`src/rtl/fixed_to_float_arbiter_pkg.sv`:
```
// Shared types and helpers for the fixed_to_float converter arbiter.
// Requester tags are idx_w(NUM_REQ) bits wide; the lock state is a two-state enum.
package fp_arb_pkg;

  localparam int SIZE_DEF     = 32;
  localparam int NUM_REQ_DEF  = 4;
  localparam int MAX_INFL_DEF = 8;

  // Width of a requester index; never narrower than one bit.
  function automatic int idx_w(input int n);
    return (n <= 2) ? 1 : $clog2(n);
  endfunction

  // Round-robin successor of a requester index.
  function automatic int rr_next(input int idx, input int n);
    return (idx + 1) % n;
  endfunction

  localparam int IDX_W_DEF = idx_w(NUM_REQ_DEF);

  typedef logic [IDX_W_DEF-1:0] req_idx_t;

  typedef enum logic {
    ARB_OPEN   = 1'b0,
    ARB_LOCKED = 1'b1
  } lock_state_t;

endpackage

```
`src/rtl/fixed_to_float_arbiter_tag_fifo.sv`:
```
// Synchronous tag FIFO recording which requester owns each beat inside the converter.
// Pointers wrap naturally because DEPTH is a power of two.
module tag_fifo #(
  parameter int W     = 2,
  parameter int DEPTH = 8
) (
  input  logic                     clk,
  input  logic                     rst_n,
  input  logic                     push,
  input  logic [W-1:0]             push_data,
  input  logic                     pop,
  output logic [W-1:0]             front,
  output logic [$clog2(DEPTH):0]   count,
  output logic                     full,
  output logic                     empty
);

  localparam int AW = $clog2(DEPTH);
  localparam logic [AW:0] FULL_CNT = (AW+1)'(DEPTH);

  logic [W-1:0]  mem [DEPTH];
  logic [AW-1:0] wr_ptr;
  logic [AW-1:0] rd_ptr;
  logic          do_push;
  logic          do_pop;

  assign full    = (count == FULL_CNT);
  assign empty   = (count == '0);
  assign do_push = push && !full;
  assign do_pop  = pop && !empty;
  assign front   = mem[rd_ptr];

  always_ff @(posedge clk or negedge rst_n) begin
    if (!rst_n) begin
      wr_ptr <= '0;
      rd_ptr <= '0;
      count  <= '0;
    end else begin
      if (do_push) wr_ptr <= wr_ptr + 1'b1;
      if (do_pop)  rd_ptr <= rd_ptr + 1'b1;
      case ({do_push, do_pop})
        2'b10:   count <= count + 1'b1;
        2'b01:   count <= count - 1'b1;
        default: count <= count;
      endcase
    end
  end

  // Storage needs no reset: entries are only read while count is non-zero.
  always_ff @(posedge clk) begin
    if (do_push) mem[wr_ptr] <= push_data;
  end

endmodule

```
`src/rtl/fixed_to_float_arbiter.sv`:
```
// Round-robin arbiter sharing one in-order fixed_to_float converter among NUM_REQ lanes.
// Issued beats are tagged in a FIFO so each result is routed back to its requester.
module fixed_to_float_arbiter
  import fp_arb_pkg::*;
#(
  parameter int SIZE     = SIZE_DEF,
  parameter int NUM_REQ  = NUM_REQ_DEF,
  parameter int MAX_INFL = MAX_INFL_DEF
) (
  input  logic                        aclk,
  input  logic                        aresetn,
  input  logic [NUM_REQ*SIZE-1:0]     req_tdata,
  input  logic [NUM_REQ-1:0]          req_tvalid,
  output logic [NUM_REQ-1:0]          req_tready,
  output logic [SIZE-1:0]             rsp_tdata,
  output logic [NUM_REQ-1:0]          rsp_tvalid,
  input  logic [NUM_REQ-1:0]          rsp_tready,
  output logic [SIZE-1:0]             cvt_a_tdata,
  output logic                        cvt_a_tvalid,
  input  logic                        cvt_a_tready,
  input  logic [SIZE-1:0]             cvt_r_tdata,
  input  logic                        cvt_r_tvalid,
  output logic                        cvt_r_tready,
  output logic [$clog2(MAX_INFL):0]   inflight,
  output logic                        err_orphan
);

  localparam int IW = idx_w(NUM_REQ);

  // Handshakes: a beat moves on any interface when valid and ready are both high at
  // the rising clock edge; once valid is raised toward the converter the offered
  // data is held (via the lock) until that handshake happens.

  lock_state_t   state;
  lock_state_t   state_nxt;
  logic [IW-1:0] rr_ptr;
  logic [IW-1:0] lock_idx;
  logic [IW-1:0] search_grant;
  logic [IW-1:0] cand;
  logic [IW-1:0] grant;
  logic [IW-1:0] head;
  logic          found;
  logic          locked;
  logic          fifo_full;
  logic          fifo_empty;
  logic          issue_hs;
  logic          issue_stall;
  logic          ret_hs;

  // Rotating priority search starting at rr_ptr.
  always_comb begin
    search_grant = rr_ptr;
    cand         = rr_ptr;
    found        = 1'b0;
    for (int k = 0; k < NUM_REQ; k++) begin
      cand = IW'((int'(rr_ptr) + k) % NUM_REQ);
      if (!found && req_tvalid[cand]) begin
        search_grant = cand;
        found        = 1'b1;
      end
    end
  end

  always_ff @(posedge aclk or negedge aresetn) begin
    if (!aresetn) state <= ARB_OPEN;
    else          state <= state_nxt;
  end

  always_comb begin
    state_nxt = state;
    case (state)
      ARB_OPEN:   if (issue_stall) state_nxt = ARB_LOCKED;
      ARB_LOCKED: if (issue_hs)    state_nxt = ARB_OPEN;
      default:    state_nxt = ARB_OPEN;
    endcase
  end

  always_comb begin
    locked = (state == ARB_LOCKED);
    grant  = locked ? lock_idx : search_grant;
  end

  assign cvt_a_tvalid = aresetn && (|req_tvalid) && !fifo_full;
  assign cvt_a_tdata  = req_tdata[int'(grant)*SIZE +: SIZE];
  assign issue_hs     = cvt_a_tvalid && cvt_a_tready;
  assign issue_stall  = cvt_a_tvalid && !cvt_a_tready;

  always_comb begin
    req_tready = '0;
    if (aresetn && cvt_a_tready && !fifo_full) req_tready[grant] = 1'b1;
  end

  always_ff @(posedge aclk or negedge aresetn) begin
    if (!aresetn) begin
      rr_ptr   <= '0;
      lock_idx <= '0;
    end else begin
      if (issue_hs)    rr_ptr   <= IW'(rr_next(int'(grant), NUM_REQ));
      if (issue_stall) lock_idx <= grant;
    end
  end

  tag_fifo #(
    .W     (IW),
    .DEPTH (MAX_INFL)
  ) u_tag_fifo (
    .clk       (aclk),
    .rst_n     (aresetn),
    .push      (issue_hs),
    .push_data (grant),
    .pop       (ret_hs),
    .front     (head),
    .count     (inflight),
    .full      (fifo_full),
    .empty     (fifo_empty)
  );

  // Results come back in issue order, so the FIFO head names the destination.
  assign cvt_r_tready = aresetn && !fifo_empty && rsp_tready[head];
  assign ret_hs       = cvt_r_tvalid && cvt_r_tready;
  assign rsp_tdata    = cvt_r_tdata;

  always_comb begin
    rsp_tvalid = '0;
    if (aresetn && cvt_r_tvalid && !fifo_empty) rsp_tvalid[head] = 1'b1;
  end

  always_ff @(posedge aclk or negedge aresetn) begin
    if (!aresetn)                        err_orphan <= 1'b0;
    else if (cvt_r_tvalid && fifo_empty) err_orphan <= 1'b1;
  end

endmodule

```
`config.mk`:
```
export PLATFORM = sky130hd
export DESIGN_NAME = fixed_to_float_arbiter
export DESIGN_NICKNAME = d
export VERILOG_FILES = /design/src/rtl/fixed_to_float_arbiter_pkg.sv /design/src/rtl/fixed_to_float_arbiter_tag_fifo.sv /design/src/rtl/fixed_to_float_arbiter.sv
export SDC_FILE = /design/constraint.sdc
export NUM_CORES = 1
export LEC_CHECK = 0
export BUFFER_PORTS_ARGS = -buffer_cell sky130_fd_sc_hd__buf_2
export CAP_MARGIN = 20
export CORE_AREA = 2 2 98 100
export DETAILED_ROUTE_END_ITERATION = 10
export DIE_AREA = 0 0 100 102
export PLACE_DENSITY = 0.69
export SETUP_SLACK_MARGIN = 0.2
export SYNTH_ARGS = -nofsm -noshare
export SYNTH_HDL_FRONTEND = slang
export SYNTH_SLANG_ARGS = --single-unit
export TNS_END_PERCENT = 5
```
`constraint.sdc`:
```
create_clock -name aclk -period 3.5 [get_ports aclk]
set_input_delay 0.525 -clock aclk [delete_from_list [all_inputs] [get_ports aclk]]
set_output_delay 0.525 -clock aclk [all_outputs]
set_load 0.01 [all_outputs]
```
==> impl_metrics.yaml, run 1 <==
outcome:
  outcome: "complete, no violations"
timing:
  skew_ns: 0.00462
  maxSlewViolCount: 0
  fin_crit_sh_pct: 90.8
  rsz0062_at_grt: "no"
  max_freq_ghz: 0.315
  period_needed_ns: 3.18
  fin_tns_setup_ns: 0
  hold_viol_final: 0
  tightest_slew_ns: 0.456
  slew_headroom_pct: 69.3
  setup_viol: 0
route:
  ant_nets: 0
  wl_per_cell_um: 16.8
  dr.pass1.iters: 4
  vias: 2673
  drc: 0
  drtIter0Drc: 81
  vias_per_cell: 4.82
  drt-total-wl_mm: 9.35
synthesis:
  synth_cells: 283
  yosysWarnings: 0
  syn-num-nets: 465
  syn_area_sq_mm: 0.00293
  ys_ff_latch: 32
  avgSynthCellArea_sq_um: 10.3
  synth-seq-area-share_pct: 30.1
  yosysUniqueCellTypes: 37
clocking:
  cts_buffers: 5
  cts_tree: "done"
  cts_sinks: 32
  cts_htree_levels: 2
  ctsHoldBuffers: 0
  cts-root-buf: "clkbuf_8"
  clk_pin_slew_ns: 0.07
  clock_latency_ns: 0.28
  clk_path_buf_depth: 2
finish:
  post-route-util_pct: 42.6
  drive_above_1_share_pct: 49.4
  final_nets: 624
  layout.cells.most_common: "buf_2"
  final_cell_mix: "buf_2, mux2i_1, nand2_1"
  areaGrowthSynthToFinish_pct: 32.6
critical_path:
  worst-setup-path-type: "reg -> reg"
  start_kind: "flip-flop"
  required_ns: 3.66
  end_kind: "flip-flop"
  crit_fanout: 7
  path_cells: "mux4_2 -> mux2_4 -> mux4_2 -> and2_4 -> ha_1 -> ha_1 -> a21o_1 -> a21oi_2 -> xnor2_1 -> nor2_1 -> xor2_1"
  critPathMaxStageDelay_ns: 0.51
  reg2reg_depth: 11
  crit_start: "u_tag_fifo.rd_ptr[0]"
  worstPathArrival_ns: 3.34
  cpMaxStageDelayCell: "mux4_2"
  rrSetupSlack_ns: 0.32
  r2r_start: "u_tag_fifo.rd_ptr[0]"
  r2r-end: "u_tag_fifo.count[3]"
flow_run:
  max-cap-violations: 0
die:
  start_util_pct: 32.1
  io-pin-count: 251
  fp.dieArea_sq_mm: 0.0102
  chipHeight_um: 102
  die_w_um: 100
  row_count: 35
  core_area_sq_mm: 0.00911
global_routing:
  grt_max_degree: 65
  grt_pass1_wl_mm: 13.6
  first_global_vias: 2617
  grt_use_total_pct: 17.3
  overflow: 0
  antenna_found_initial: 0
placed_design:
  gp_congestion: 0.777
  dp_hpwl_mm: 8.12
  io_buffers: 186
pwr:
  power_density_mw_per_mm2: 729
  cell_internal_pwr_w: 0.00161
  power_frac_seq_pct: 23.3
  peakVddDrop_uv: 386
  p_leak_nw: 2.11
  p_clk_share_pct: 9.4
  finalPower_w: 0.00283
  p_sw_w: 0.00122
  combPwrFrac_pct: 67.3
  swShare_pct: 43.1
min_path:
  hold_path.class: "in -> async"
timing repair:
item | in CTS | in global routing
hold endpoints to repair | 0 | 0
setup buffers | 0 | 1
setup endpoints to repair | 1 | 1
resized for setup | 1 | 1
sequential cells by signal, indices dropped and copies added (netlist names), named ones only:
signal,cells
rr_ptr,2
u_tag_fifo.rd_ptr,3
lock_idx,2
u_tag_fifo.count,4
u_tag_fifo.wr_ptr,3
u_tag_fifo.mem,16
err_orphan,1
synthesized netlist by cell type, drive strengths merged:
master	instances	area [sq um]
buf	43	302
xnor2	4	35.0
nor4	1	6.26
a21boi	1	7.51
inv	11	41.3
and3	7	43.8
dfrtp	16	400
mux2	6	75.1
a22oi	1	7.51
nand2b	6	37.5
nand2	17	63.8
clkbuf	1	3.75
o221ai	1	8.76
and2	1	8.76
a21o	2	15.0
o22ai	1	6.26
fa	1	20.0
or3	1	6.26
nor2b	2	12.5
mux2i	97	971
edfxtp	16	480
o21bai	1	7.51
nor3	3	15.0
a21oi	5	25.0
a22o	1	8.76
xor2	3	26.3
mux4	4	90.1
nor2	15	56.3
ha	9	113
o32ai	1	8.76
o21ai	5	25.0
critical path, delay by kind of cell (launching register included):
family                   cells  cell delay [ns]
multiplexers                 3             1.26
adder cells (fa/ha/maj)      2             0.51
flip-flops                   1             0.45
AO/OA/AOI/OAI                2             0.34
XOR/XNOR                     2             0.27
AND/OR/NAND/NOR              2             0.26
per-stage QoR:
step	hold WS [ns]	cells	setup slack, ns	area, sq um
3_5_place_dp	0.460	545	0.150	3780
2_1_floorplan	0.229	283	0.294	2930
3_3_place_gp	0.453	545	0.193	3780
5_1_grt	0.217	554	0.212	3880
6_report	0.200	555	0.322	3880
4_1_cts	0.202	553	0.243	3870
worst max-delay path by stage:
| stage | end | depth (start not counted) |
|---|---|---|
| floorplan | u_tag_fifo.count[3] | 13 |
| global placement | u_tag_fifo.count[3] | 11 |
| detailed placement | u_tag_fifo.count[3] | 11 |
| CTS | u_tag_fifo.count[3] | 11 |
| global route | u_tag_fifo.count[3] | 11 |
| finish | u_tag_fifo.count[3] | 11 |
cell families (layout without fill, tap and decap cells):
kind of cell / Yosys count / in the layout / share of synthesized area, %
XOR/XNOR: 7 / 7 / 2.09
multiplexers: 107 / 107 / 38.8
other: 0 / 1 / 0
buffers and inverters: 55 / 215 / 11.8
AO/OA/AOI/OAI: 19 / 19 / 4.10
AND/OR/NAND/NOR: 53 / 53 / 8.55
flip-flops: 32 / 32 / 30.1
adder cells (fa/ha/maj): 10 / 10 / 4.53
power groups by stage:
stage | Clock (W) | Sequential (W) | Combinational [W]
after floorplan | 0 | 0.000637 | 0.00137
after CTS | 0.000276 | 0.000661 | 0.00191
after global routing | 0.000292 | 0.000679 | 0.00210
after global placement | 0 | 0.000658 | 0.00187
after detailed placement | 0 | 0.000663 | 0.00190
final | 0.000267 | 0.000658 | 0.00191
layer usage:
layer,part of all wire [%],up-vias,track usage [%]
li1,-,1301,-
met1,42,1226,22.7
met2,47,136,27.6
met3,10,10,6.63
met4,0.91,0,3.27
met5,0,-,0
final cells by class:
type / instances / area, sq um
clock inverter: 3 / 13.8
clock buffer: 5 / 68.8
multi-input combinational: 196 / 1720
inverter: 11 / 41.3
fill: 919 / 5230
antenna: 1 / 2.50
timing repair buffer: 196 / 1020
tap: 111 / 139
sequential: 32 / 882
Power figures use the tool's default switching activity.
==> run 2, diff against run 1 <==
--- a/config.mk
+++ b/config.mk
@@ -5,6 +5,7 @@
 export SDC_FILE = /design/constraint.sdc
 export NUM_CORES = 1
 export LEC_CHECK = 0
+export ABC_AREA = 0
 export BUFFER_PORTS_ARGS = -buffer_cell sky130_fd_sc_hd__buf_2
 export CAP_MARGIN = 20
 export CORE_AREA = 2 2 98 100
==> constraint.sdc (replaced) <==
create_clock -name aclk -period 3.5 [get_ports aclk]
set_input_delay 0.35 -clock aclk [delete_from_list [all_inputs] [get_ports aclk]]
set_output_delay 0.35 -clock aclk [all_outputs]
set_load 0.01 [all_outputs]
==> run 2 against run 1 <==
- maximum frequency shrank 0.63%
- wire length is 2.9% higher
- final area is the same
- sequential cell count unchanged
- largest cell class unchanged
- non-clock buffer count did not move
- clock power is 2% higher
- via count is 0.71% higher
- critical path depth unchanged
==> impl_metrics.yaml, run 2 (synthesis gave the netlist of run 1 again) <==
outcome:
  outcome: "complete, no violations"
route:
  dr.pass1.iters: 4
  wl_per_cell_um: 17.4
  vias_per_cell: 4.86
  vias: 2692
  drtIter0Drc: 94
  drt-total-wl_mm: 9.62
  drc: 0
  ant_nets: 0
global_routing:
  grt_use_total_pct: 18.0
  grt_pass1_wl_mm: 13.8
  overflow: 0
  antenna_found_initial: 0
  grt_max_degree: 63
  first_global_vias: 2554
finish:
  largest_reg_flops: 16
  drive_above_1_share_pct: 49.7
  final_nets: 624
  largest-register: "u_tag_fifo.mem"
  areaGrowthSynthToFinish_pct: 32.6
  antenna_cells: 0
  post-route-util_pct: 42.6
  final_cell_mix: "buf_2, mux2i_1, nand2_1"
  largestRegisters: "u_tag_fifo.mem (16), u_tag_fifo.count (4)"
  layout.cells.most_common: "buf_2"
timing:
  setup_viol: 0
  period_needed_ns: 3.20
  fin_tns_setup_ns: 0
  fin_crit_sh_pct: 91.4
  tightest_slew_ns: 0.513
  skew_ns: 0.00755
  slew_headroom_pct: 65.5
  hold_viol_final: 0
  maxSlewViolCount: 0
  rsz0062_at_grt: "no"
  max_freq_ghz: 0.313
clocking:
  cts_tree: "done"
  clk_pin_slew_ns: 0.07
  cts-root-buf: "clkbuf_8"
  cts_htree_levels: 2
  cts_sinks: 32
  clk_path_buf_depth: 2
  cts_buffers: 5
  clock_latency_ns: 0.29
  ctsHoldBuffers: 0
placed_design:
  dp_hpwl_mm: 8.26
  gp_congestion: 0.811
  io_buffers: 186
critical_path:
  crit_fanout: 7
  worstPathArrival_ns: 3.37
  critPathMaxStageDelay_ns: 0.53
  path_cells: "mux4_2 -> mux2_4 -> mux4_2 -> and2_4 -> ha_2 -> ha_1 -> a21o_1 -> a21oi_2 -> xnor2_1 -> nor2_1 -> xor2_1"
  worst-setup-path-type: "reg -> reg"
  cpMaxStageDelayCell: "mux4_2"
  reg2reg_depth: 11
  r2r-end: "u_tag_fifo.count[3]"
  path_common_cell: "mux4_2"
  r2r_start: "u_tag_fifo.rd_ptr[0]"
  required_ns: 3.68
  start_kind: "flip-flop"
  end_kind: "flip-flop"
  rrSetupSlack_ns: 0.30
flow_run:
  max-cap-violations: 0
pwr:
  p_leak_nw: 2.11
  peakVddDrop_uv: 404
  power_density_mw_per_mm2: 736
die:
  chipHeight_um: 102
  core_area_sq_mm: 0.00911
  start_util_pct: 32.1
  io-pin-count: 251
  fp.dieArea_sq_mm: 0.0102
  row_count: 35
  die_w_um: 100
min_path:
  hold_path.class: "in -> async"
## run 2: cell types whose count changed in the layout (fill, tap and decap cells not counted), sizes merged
cell   before  now
diode       1    0
## run 2: worst max path at each step
| stage | start | depth (start not counted) | slack (ns) | to |
|---|---|---|---|---|
| CTS | u_tag_fifo.rd_ptr[0] | 11 | 0.20 | u_tag_fifo.count[3] |
| finish | u_tag_fifo.rd_ptr[0] | 11 | 0.30 | u_tag_fifo.count[3] |
| global route | u_tag_fifo.rd_ptr[0] | 11 | 0.20 | u_tag_fifo.count[3] |
| floorplan | u_tag_fifo.rd_ptr[0] | 13 | 0.29 | u_tag_fifo.count[3] |
| detailed placement | u_tag_fifo.rd_ptr[0] | 11 | 0.09 | u_tag_fifo.count[3] |
| global placement | u_tag_fifo.rd_ptr[0] | 11 | 0.18 | u_tag_fifo.count[3] |
## run 2: report_power, final
part           total [W]  internal [W]  switching (W)
logic            0.00193      0.000945       0.000980
registers       0.000660      0.000534       0.000126
clock network   0.000273      0.000135       0.000138
total            0.00286       0.00161        0.00124
## run 2: cell type report
type / instances / area [sq um]
clock buffers: 5 / 68.8
clock inverters: 3 / 13.8
fillers: 923 / 5230
inverters: 11 / 41.3
multi-input cells: 196 / 1720
flip-flops and latches: 32 / 882
well taps: 111 / 139
repair buffers: 196 / 1020
## run 2: per-layer routing
layer,share of wire (%),GRT usage [%],up-vias
met2,48,29.7,137
met5,0,0,-
met3,10,7.18,6
met1,41,23.2,1248
li1,-,-,1301
met4,0.47,2.00,0
## run 2: stage by stage
step | total power [W] | hold slack (ns) | std cells | worst slack, ns | instance area [sq um]
after floorplan | 0.00200 | 0.0544 | 283 | 0.294 | 2930
after detailed placement | 0.00257 | 0.326 | 544 | 0.0921 | 3780
after CTS | 0.00285 | 0.0160 | 552 | 0.201 | 3860
after global routing | 0.00308 | 0.0388 | 554 | 0.199 | 3880
final | 0.00286 | 0.0162 | 554 | 0.302 | 3880
after global placement | 0.00252 | 0.327 | 544 | 0.177 | 3780
## run 2: repair_timing
action                     4_1_cts  5_1_grt
setup endpoints to repair        1        1
buffers inserted                 0        2
gates resized for setup          1        2
## run 2: critical path: cells and delay by family (launching register included)
family	cells	cell delay, ns
AND/OR/NAND/NOR	2	0.27
multiplexers	3	1.27
flip-flops	1	0.46
adder cells (fa/ha/maj)	2	0.48
XOR/XNOR	2	0.29
AO/OA/AOI/OAI	2	0.34
==> run 3, diff against run 2 <==
--- a/config.mk
+++ b/config.mk
@@ -8,12 +8,13 @@
 export ABC_AREA = 0
 export BUFFER_PORTS_ARGS = -buffer_cell sky130_fd_sc_hd__buf_2
 export CAP_MARGIN = 20
-export CORE_AREA = 2 2 98 100
+export CORE_AREA = 2 2 97 99
 export DETAILED_ROUTE_END_ITERATION = 10
-export DIE_AREA = 0 0 100 102
-export PLACE_DENSITY = 0.69
+export DIE_AREA = 0 0 99 101
+export PLACE_DENSITY = 0.77
 export SETUP_SLACK_MARGIN = 0.2
 export SYNTH_ARGS = -nofsm -noshare
 export SYNTH_HDL_FRONTEND = slang
+export SYNTH_HIERARCHICAL = 1
 export SYNTH_SLANG_ARGS = --single-unit
 export TNS_END_PERCENT = 5
==> run 3 against run 2 <==
- final area rose by 14%
- largest cell class unchanged
- synthesized cell count rose by 35%
- first-iteration DRC count rose by 35%
- non-clock buffer count rose by 8
- clock power fell by 6%
- utilization rose by 6.9 points
- critical endpoint is now u_tag_fifo/count[3]
- highest routed layer is now met5
==> impl_metrics.yaml, run 3 <==
pwr:
  p_sw_w: 0.00157
  power_frac_seq_pct: 20.6
  cell_internal_pwr_w: 0.00182
  p_clk_share_pct: 7.6
  p_leak_nw: 2.01
  peakVddDrop_uv: 296
  finalPower_w: 0.00339
  combPwrFrac_pct: 71.8
  power_density_mw_per_mm2: 762
  swShare_pct: 46.3
finish:
  final_nets: 700
  largest-register: "u_tag_fifo/mem"
  final_cell_count_no_fill: 635
  largestRegisters: "u_tag_fifo/mem (16), u_tag_fifo/count (4)"
  layout.cells.most_common: "buf_2"
  final_cell_mix: "buf_2, a21boi_0, and3_1"
  largest_reg_flops: 16
  areaGrowthSynthToFinish_pct: 27.4
  design_area_sq_mm: 0.00444
  drive_above_1_share_pct: 46.2
synthesis:
  synth_top_cell_by_area: "a21boi_0"
  synth_top_area_share_pct: 13.8
  synth-xor-area-share_pct: 1.51
  synth_top_family_by_area: "compound AO/OA/AOI/OAI gates"
  synthMuxAreaShare_pct: 5.42
  ys_ff_latch: 32
  avgSynthCellArea_sq_um: 9.15
  yosysUniqueCellTypes: 48
  yosysWarnings: 6
  synth_edf_count: 16
  syn-num-nets: 559
  synthAdderAreaFrac_pct: 2.37
  synth_cells: 381
  syn_area_sq_mm: 0.00349
  synthTopCellsByArea: "a21boi_0, edfxtp_1, dfrtp_1"
  async_reset_ff_share_pct: 50.0
  synth_compound_area_share_pct: 35.9
  synth.most_common_cell: "a21boi_0"
  synth_simple_gate_area_share_pct: 15.8
  synth_top_cells_by_count: "a21boi_0, and3_1, buf_4"
  synth-seq-area-share_pct: 25.3
  yosys_most_used_dff: "edfxtp_1"
timing:
  maxSlewViolCount: 0
  slew_headroom_pct: 50.8
  max_freq_ghz: 0.301
  skew_ns: 0.00474
  period_needed_ns: 3.33
  setup_ws_ns: 0.175
  rsz0062_at_grt: "yes"
  fin_hold_ws_ns: 0.0714
  fin_crit_sh_pct: 95.0
  tightest_slew_ns: 0.738
  hold_viol_final: 0
  setup_viol: 0
die:
  chipHeight_um: 101
  die_w_um: 99
  start_util_pct: 38.8
  row_count: 35
  fp.dieArea_sq_mm: 0.0100
  io-pin-count: 251
  core_area_sq_mm: 0.00898
critical_path:
  r2r_start: "u_tag_fifo/rd_ptr[0]"
  worst-setup-path-type: "reg -> reg"
  r2r-end: "u_tag_fifo/count[3]"
  endpoint: "u_tag_fifo/count[3]"
  worstPathArrival_ns: 3.48
  reg2reg_depth: 11
  required_ns: 3.65
  crit_fanout: 5
  crit_start: "u_tag_fifo/rd_ptr[0]"
  start_kind: "flip-flop"
  end_kind: "flip-flop"
  rrSetupSlack_ns: 0.17
clocking:
  ctsHoldBuffers: 0
  cts-root-buf: "clkbuf_8"
  cts_htree_levels: 2
  cts_buffers: 5
  clk_path_buf_depth: 2
  clk_pin_slew_ns: 0.06
  clock_latency_ns: 0.28
  cts_tree: "done"
  cts_sinks: 32
placed_design:
  dp_slack_ns: -0.0116
  post_dp_cell_area_sq_mm: 0.00427
  dp_hpwl_mm: 9.11
  post-place-cells: 617
  gp_congestion: 0.929
  io_buffers: 186
global_routing:
  grt_max_degree: 90
  grt_pass1_wl_mm: 17.5
  first_global_vias: 3416
  antenna_found_initial: 2
  grt_use_total_pct: 22.0
  overflow: 0
route:
  wl_per_cell_um: 18.4
  vias_per_cell: 5.69
  ant_nets: 0
  dr.pass1.iters: 5
  drc: 0
  drtIter0Drc: 127
  drt-total-wl_mm: 11.7
  vias: 3615
flow_run:
  max-cap-violations: 0
outcome:
  outcome: "complete, no violations"
min_path:
  hold_path.class: "in -> async"
==> run 3: cell types whose count changed after synthesis, moves of 4 or more <==
cell	before	now
buf_2	4	11
a31o_2	0	5
and3_1	7	34
o32a_1	0	32
nand2_1	17	11
nor3b_1	0	5
a21boi_0	0	64
a31o_1	0	27
mux2i_1	97	2
buf_1	5	0
nor2_1	15	19
ha_1	9	5
clkbuf_1	1	21
nand3_1	0	5
==> run 3: power by group through the flow <==
stage / Combinational [W] / Clock [W] / Sequential (W)
after CTS: 0.00240 / 0.000261 / 0.000697
after global placement: 0.00226 / 0 / 0.000693
after global routing: 0.00266 / 0.000276 / 0.000718
after detailed placement: 0.00233 / 0 / 0.000705
final: 0.00243 / 0.000257 / 0.000699
after floorplan: 0.00176 / 0 / 0.000652
==> run 3: cell families after synthesis <==
logic type,count (synthesis)
AO/OA/AOI/OAI,148
XOR/XNOR,6
adder cells (fa/ha/maj),6
buffers and inverters,80
flip-flops,32
multiplexers,12
AND/OR/NAND/NOR,97
==> run 3: layer usage <==
layer	track usage (%)	wire length, um
met5	6.67	92
met4	5.48	140
met1	25.2	4520
met2	37.7	5730
met3	8.67	1160
==> run 3: layout make-up <==
class	instances	area, sq um
multi-input combinational	269	2220
fill	861	4540
sequential	32	882
inverter	10	40.0
antenna	2	5.00
clock buffer	5	68.8
timing repair buffer	204	1080
tap	111	139
clock inverter	2	7.51
==> run 3: through the flow <==
step	util [%]	setup TNS [ns]
detailed placement	47.5	-0.0116
floorplan	-	0
global placement	47.5	0
global route	49.5	0
CTS	49.0	0
finish	49.5	0
==> run 3: timing repair <==
action                     in CTS  in global routing
setup endpoints to repair       1                  1
hold endpoints to repair        0                  0
pin swaps                       2                  4
gates resized for setup         3                  2
setup buffers                   6                  3
gates cloned                    0                  0
==> run 3: worst min-delay path by stage <==
stage / from / end / slack (ns) / depth (start not counted)
finish: aresetn / u_tag_fifo/count[3] / 0.07 / 2
CTS: aresetn / u_tag_fifo/count[1] / 0.07 / 2
floorplan: aresetn / asynchronous set/reset pin / 0.05 / 0
detailed placement: aresetn / u_tag_fifo/count[1] / 0.37 / 2
global placement: aresetn / u_tag_fifo/count[1] / 0.36 / 2
global route: aresetn / lock_idx[0] / 0.09 / 2
==> run 3: critical path, stage by stage (launching register included) <==
cell and delay [ns]:
dfrtp_2 0.42, mux4_2 0.52, mux2_4 0.29, mux4_2 0.45, and3_4 0.18, o41ai_4 0.06, inv_2 0.10, ha_4 0.19
ha_4 0.21, or4b_4 0.55, o311ai_4 0.10, o211ai_1 0.14
